===== src/rtl/i2s_tx_feeder.sv =====
// Stream-to-I2S feeder: buffers stereo pairs and hands exactly one pair per I2S frame to the transmitter.
// Optional macro I2S_FEED_HOLD_LAST_EN: on underrun, hold the last played pair instead of muting.
module i2s_tx_feeder #(
  parameter int DATA_BITS   = 24,
  parameter int FIFO_DEPTH  = 8,
  parameter int START_LEVEL = 4
) (
  input  logic                          clk,
  input  logic                          rst_n,
  input  logic                          enable,
  input  logic                          bclk_falling,
  input  logic                          lrclk,
  input  logic                          s_valid,
  output logic                          s_ready,
  input  logic [DATA_BITS-1:0]          s_left,
  input  logic [DATA_BITS-1:0]          s_right,
  output logic [DATA_BITS-1:0]          left_data,
  output logic [DATA_BITS-1:0]          right_data,
  output logic                          running,
  output logic                          underrun,
  output logic [$clog2(FIFO_DEPTH):0]   fifo_level,
  output logic [15:0]                   underrun_count
);

  localparam int AW = $clog2(FIFO_DEPTH);
  localparam int LW = AW + 1;
  localparam logic [LW-1:0] START_LVL = LW'(START_LEVEL);
  localparam logic [LW-1:0] FULL_LVL  = LW'(FIFO_DEPTH);

  typedef enum logic [1:0] {IDLE, PRIME, RUN} state_t;

  state_t                 state_q, state_d;
  logic [AW-1:0]          wr_ptr_q, wr_ptr_d, rd_ptr_q, rd_ptr_d;
  logic [LW-1:0]          level_q, level_d;
  logic [DATA_BITS-1:0]   left_q, left_d, right_q, right_d;
  logic                   lrclk_prev_q, underrun_q, underrun_d;
  logic [15:0]            ucnt_q, ucnt_d;
  logic [2*DATA_BITS-1:0] mem_q [FIFO_DEPTH];
  logic [2*DATA_BITS-1:0] rd_pair;
  logic                   push, pop, flush, frame_tick;

  // The transmitter loads right_data on this strobe, so the new pair lands after the old right slot.
  assign frame_tick = bclk_falling & lrclk & ~lrclk_prev_q;
  assign s_ready    = enable & (state_q != IDLE) & (level_q < FULL_LVL);
  assign push       = s_valid & s_ready;
  assign rd_pair    = mem_q[rd_ptr_q];

  always_comb begin
    state_d    = state_q;
    left_d     = left_q;
    right_d    = right_q;
    underrun_d = 1'b0;
    ucnt_d     = ucnt_q;
    pop        = 1'b0;
    flush      = 1'b0;
    if (!enable) begin
      state_d = IDLE;
      flush   = 1'b1;
      left_d  = '0;
      right_d = '0;
    end else begin
      case (state_q)
        IDLE:  state_d = PRIME;
        PRIME: begin
          if (frame_tick && level_q >= START_LVL) begin
            pop     = 1'b1;
            left_d  = rd_pair[2*DATA_BITS-1:DATA_BITS];
            right_d = rd_pair[DATA_BITS-1:0];
            state_d = RUN;
          end
        end
        RUN: begin
          if (frame_tick) begin
            if (level_q != '0) begin
              pop     = 1'b1;
              left_d  = rd_pair[2*DATA_BITS-1:DATA_BITS];
              right_d = rd_pair[DATA_BITS-1:0];
            end else begin
`ifdef I2S_FEED_HOLD_LAST_EN
              left_d  = left_q;
              right_d = right_q;
`else
              left_d  = '0;
              right_d = '0;
`endif
              underrun_d = 1'b1;
              ucnt_d     = (ucnt_q == 16'hFFFF) ? ucnt_q : ucnt_q + 16'd1;
              state_d    = PRIME;
            end
          end
        end
        default: state_d = IDLE;
      endcase
    end
  end

  always_comb begin
    wr_ptr_d = wr_ptr_q;
    rd_ptr_d = rd_ptr_q;
    level_d  = level_q;
    if (flush) begin
      wr_ptr_d = '0;
      rd_ptr_d = '0;
      level_d  = '0;
    end else begin
      if (push) wr_ptr_d = wr_ptr_q + 1'b1;
      if (pop)  rd_ptr_d = rd_ptr_q + 1'b1;
      case ({push, pop})
        2'b10:   level_d = level_q + 1'b1;
        2'b01:   level_d = level_q - 1'b1;
        default: level_d = level_q;
      endcase
    end
  end

  always_ff @(posedge clk or negedge rst_n) begin
    if (!rst_n) begin
      state_q      <= IDLE;
      wr_ptr_q     <= '0;
      rd_ptr_q     <= '0;
      level_q      <= '0;
      left_q       <= '0;
      right_q      <= '0;
      lrclk_prev_q <= 1'b0;
      underrun_q   <= 1'b0;
      ucnt_q       <= '0;
    end else begin
      state_q    <= state_d;
      wr_ptr_q   <= wr_ptr_d;
      rd_ptr_q   <= rd_ptr_d;
      level_q    <= level_d;
      left_q     <= left_d;
      right_q    <= right_d;
      underrun_q <= underrun_d;
      ucnt_q     <= ucnt_d;
      if (bclk_falling) lrclk_prev_q <= lrclk;
    end
  end

  // Sample storage carries no reset; occupancy is tracked by the pointers and level.
  always_ff @(posedge clk) begin
    if (push) mem_q[wr_ptr_q] <= {s_left, s_right};
  end

  assign left_data      = left_q;
  assign right_data     = right_q;
  assign running        = (state_q == RUN);
  assign underrun       = underrun_q;
  assign fifo_level     = level_q;
  assign underrun_count = ucnt_q;

endmodule


===== config.mk =====
export PLATFORM = sky130hd
export DESIGN_NAME = i2s_tx_feeder
export DESIGN_NICKNAME = d
export VERILOG_FILES = /design/src/rtl/i2s_tx_feeder.sv
export SDC_FILE = /design/constraint.sdc
export NUM_CORES = 1
export LEC_CHECK = 0
export CORE_AREA = 2 2 229 231
export DETAILED_ROUTE_END_ITERATION = 6
export DIE_AREA = 0 0 231 233
export PLACE_DENSITY_LB_ADDON = 0.05
export REMOVE_ABC_BUFFERS = 1
export SLEW_MARGIN = 20
export SYNTH_ARGS = -nofsm -noshare
export SYNTH_HDL_FRONTEND = slang
export SYNTH_SLANG_ARGS = --single-unit
export TNS_END_PERCENT = 100

===== constraint.sdc =====
create_clock -name clk -period 5.4 [get_ports clk]
set_clock_uncertainty 0.1 [all_clocks]
set_input_delay 1.62 -clock clk [delete_from_list [all_inputs] [get_ports clk]]
set_output_delay 1.62 -clock clk [all_outputs]
set_load 0.05 [all_outputs]

==> impl_summary.txt <==
----------------------------------------------------
[Timing]
  Number of setup violations in the final report ... 0
  Smallest hold slack ... 0.387 ns
  Final setup TNS ... 0 ns
  Final critical path time including I/O delays and setup ... 4.49 ns
  Fin. Hold Viols ... 0
  Final Cycle Share ... 0.831
  Rel. slew slack ... 0.322
  Transition time of the tightest slew-check pin ... 1.02 ns
  Max Freq ... 223 MHz
  Setup repair after global routing missed its margin ... false
  Max-slew violations ... 0

[Die]
  Row count ... 83
  Die width ... 231 um
  Starting utilization of the core area ... 0.348
  Area enclosed by the die boundary ... 53800 um^2
  Vertical die dimension ... 233 um
  Floorplan Core Area ... 51100 um^2
  Top Ports ... 125

[Synthesis]
  Synthesized-area fraction occupied by xor and xnor cells ... 0.00789
  Complex-gate fraction of the synthesized area ... 0.0338
  Library cell with the largest summed area after synthesis ... sky130_fd_sc_hd__edfxtp_1
  Main combinational cell family by area after synthesis ... multiplexers
  Multiplexer share of the synthesized area ... 0.154
  Post-synthesis simple-gate area fraction ... 0.0260
  Count of flip-flops with a built-in enable after synthesis ... 384
  Distinct cell type count of the synthesized netlist ... 52
  Post-Syn Instances ... 843
  Post-synthesis cell area ... 17800 um^2
  Share of synthesized area occupied by flip-flops and latches ... 0.759
  Area share of the leading cell type in the synthesized netlist ... 0.649
  Syn avg cell area ... 21.1 um^2
  Number of warning messages in the yosys log ... 0
  FF+latch count, synth ... 462
  Primary flip-flop cell chosen by synthesis mapping ... sky130_fd_sc_hd__edfxtp_1
  Asr flop ratio synth ... 0.169
  Adder and majority gate portion of the synthesized area ... 0.00747
  Synth area leaders ... sky130_fd_sc_hd__edfxtp_1 (65%), sky130_fd_sc_hd__mux4_2 (12%), sky130_fd_sc_hd__dfrtp_1 (11%)

[Drt]
  Via count normalized by instance count ... 4.98
  Detail Route Antenna Nets ... 0
  Average routed wire per standard cell ... 23.2 um
  Drt first-iter violations ... 592
  Routed via count ... 8568
  Detailed-route DRC error count ... 0
  Post-detailed-routing wire length ... 39900 um
  Detailed Routing Iterations Pass 1 ... 4

[Hold path]
  Launch instance of the worst min-delay path ... left_data[22]
  Worst Hold Path EP ... left_data[22]
  Kind of path behind the tightest hold check ... register to register
  Hold depth ... 1

[Global route]
  First-pass GRT wire length ... 60700 um
  Overall fraction of global-route tracks in use ... 0.153
  Sum of overflow across all layers after global routing ... 0
  GR Util met1 ... 0.206
  Most Used Layer, Global Route ... met2
  Grt met2 use ... 0.250
  Grt met3 use ... 0.0308
  Largest net degree at the start of global routing ... 54
  Initial antenna violation count ... 3
  Vias in the first global route ... 9313

[Critical path]
  Endpoint kind of the worst setup timing path ... output port
  Required time at the endpoint of the critical path ... 3.68 ns
  Cell with the largest stage delay on the worst path ... sky130_fd_sc_hd__clkdlybuf4s50_1
  Crit path launch ... enable
  Delay of the slowest cell on the worst path ... 0.48 ns
  Cell chain of the critical path ... clkdlybuf4s50_1, nor3b_1, buf_12
  R2R cell count ... 10
  Crit-path leading delay family ... buffers and inverters
  Critical setup path kind ... primary input to output port
  Flop-to-flop setup slack ... 2.43 ns
  Launch point of the worst reg-to-reg path ... state_q[0]
  Worst path buffer plus inverter count ... 2
  CP arrival ... 2.77 ns
  Maximum fanout count along the critical path ... 2
  RR Endpoint ... fifo_level[3]
  Critical Path Start Type ... primary input

[Place]
  Detailed-placement wirelength estimate ... 21700 um
  Placed instance area ... 20000 um^2
  IO Port Bufs ... 124
  Final weighted congestion in routability-driven placement ... 0.734

[CTS]
  Clock Latency Late Sink ... 0.60 ns
  Cts hold-fix bufs ... 0
  Clock slew at the register clock pins of the worst setup and hold paths ... 0.06 ns
  Worst-case clock buffer depth ... 3
  H-tree level count ... 2
  Setup repair bufs after CTS ... 0
  Sink Count ... 462
  Buffer cell driving the clock tree root ... sky130_fd_sc_hd__clkbuf_16
  Cells resized by post-CTS repair ... 0
  Clock tree from TritonCTS ... built
  TritonCTS buffer count ... 51

[Power and ir drop]
  Total power consumption of the routed design ... 8.68 mW
  Peak supply drop ... 0.000250 V
  Leakage ... 6.98 nW
  Pwr per Cell Area ... 401 nW/um^2

[Status]
  Outcome ... finished, final reports clean

[Cells and area]
  Final standard cell area without fillers ... 21700 um^2
  Number of filler cells placed in the layout ... 4532
  Ratio of cells with drive above 1 in the final layout ... 0.206
  Relative area change from synthesis to final layout ... 22.1%
  Total area of multi-input combinational cells ... 4140 um^2
  Fin nets ... 1062
  Storage cell area ... 13500 um^2

[Job]
  Reported max-cap violation count ... 0

----------------------------------------------------
logic make-up after synthesis:
| family | after synthesis |
|---|---|
| buf+inv | 47 |
| flops | 462 |
| fa+ha+maj | 10 |
| simple gates | 79 |
| xor+xnor | 16 |
| mux | 153 |
| compound gates | 76 |
layout by cell type, fill, tap and decap left out, types with 3 or more instances in the layout:
master	n
sky130_fd_sc_hd__xor2_1	3
sky130_fd_sc_hd__clkinv_2	10
sky130_fd_sc_hd__o21ai_0	7
sky130_fd_sc_hd__clkdlybuf4s50_1	122
sky130_fd_sc_hd__nor2_1	4
sky130_fd_sc_hd__clkbuf_8	8
sky130_fd_sc_hd__edfxtp_1	384
sky130_fd_sc_hd__dfrtp_1	75
sky130_fd_sc_hd__and4_1	3
sky130_fd_sc_hd__mux4_2	96
sky130_fd_sc_hd__ha_1	9
sky130_fd_sc_hd__mux2i_1	54
sky130_fd_sc_hd__bufinv_16	3
sky130_fd_sc_hd__inv_1	3
sky130_fd_sc_hd__dfrtp_4	3
sky130_fd_sc_hd__and2_1	3
sky130_fd_sc_hd__clkbuf_16	51
sky130_fd_sc_hd__o2111ai_1	4
sky130_fd_sc_hd__and3_1	6
sky130_fd_sc_hd__nand4_1	8
sky130_fd_sc_hd__nand3_1	5
sky130_fd_sc_hd__buf_4	13
sky130_fd_sc_hd__buf_12	9
sky130_fd_sc_hd__nand2b_1	7
sky130_fd_sc_hd__nor2_4	6
sky130_fd_sc_hd__clkbuf_1	13
sky130_fd_sc_hd__xnor2_1	13
sky130_fd_sc_hd__clkinv_1	7
sky130_fd_sc_hd__nand2_1	19
sky130_fd_sc_hd__a21oi_1	6
sky130_fd_sc_hd__o2bb2ai_1	48
metal layers:
layer / part of all wire / wire length (um) / vias to the layer above
met3: 0.041 / 1620 / 64
li1: - / - / 3809
met1: 0.46 / 18200 / 4517
met2: 0.48 / 19300 / 174
met4: 0.019 / 766 / 4
met5: 0.00060 / 24 / -
sequential cells by signal, indices dropped and copies added (netlist names):
signal          flops
left_data          24
state_q             2
fifo_level          4
right_data         24
underrun_count     16
mem_q             384
lrclk_prev_q        1
rd_ptr_q            3
wr_ptr_q            3
underrun            1
per-stage QoR:
| step | worst slack (ns) | std cells | utilization |
|---|---|---|---|
| 2_1_floorplan | -0.522 | 801 | - |
| 3_3_place_gp | 0.916 | 1625 | 0.392 |
| 3_5_place_dp | 0.905 | 1625 | 0.392 |
| 4_1_cts | 0.896 | 1721 | 0.424 |
| 5_1_grt | 0.858 | 1721 | 0.424 |
| 6_report | 0.914 | 1722 | 0.424 |
worst max path at each step:
stage                             end  slack (ns)  cells past startpoint
final                         s_ready        0.91                      3
after detailed placement      s_ready        0.91                      3
after global routing          s_ready        0.86                      3
after CTS                     s_ready        0.90                      3
after floorplan           mem_q[0][0]       -0.52                      3
after global placement        s_ready        0.92                      3
power breakdown:
part	switching [mW]	internal, mW	total, mW	leakage (nW)
logic	0.760	0.373	1.13	1.64
registers	0.0857	4.04	4.12	4.52
clock network	1.42	2.00	3.43	0.820
total	2.27	6.41	8.68	6.98
cells in the mapped netlist (all sizes together), types with 2 or more instances:
master / number
edfxtp: 384
mux4: 96
dfrtp: 78
mux2i: 54
o2bb2ai: 48
clkbuf: 27
nand2: 19
buf: 15
xnor2: 13
nor2: 10
ha: 9
nand4: 8
o21ai: 8
a21oi: 7
nand2b: 7
and3: 6
nand3: 6
and2: 4
inv: 4
o2111ai: 4
and4: 3
mux2: 3
nor3: 3
or3: 3
xor2: 3
a21o: 2
and4bb: 2
o211ai: 2
worst register-to-register path, delay by kind of cell, from the launching register on:
family / cells / cell delay (ns)
and+or+nand+nor: 3 / 0.66
DFF: 1 / 0.40
AOI/OAI and AO/OA: 4 / 1.10
adders and majority gates: 2 / 0.53
buffers and inverters: 1 / 0.12
layout make-up:
cell class | instances | share of cell area
multi-input combinational | 334 | 0.191
tap | 680 | 0.0393
clock inverter | 24 | 0.0107
antenna | 1 | 0.000115
inverter | 5 | 0.000866
timing repair buffer | 144 | 0.0692
clock buffer | 72 | 0.0662
sequential | 462 | 0.623
Note: power is estimated with default switching activity, not from simulation.
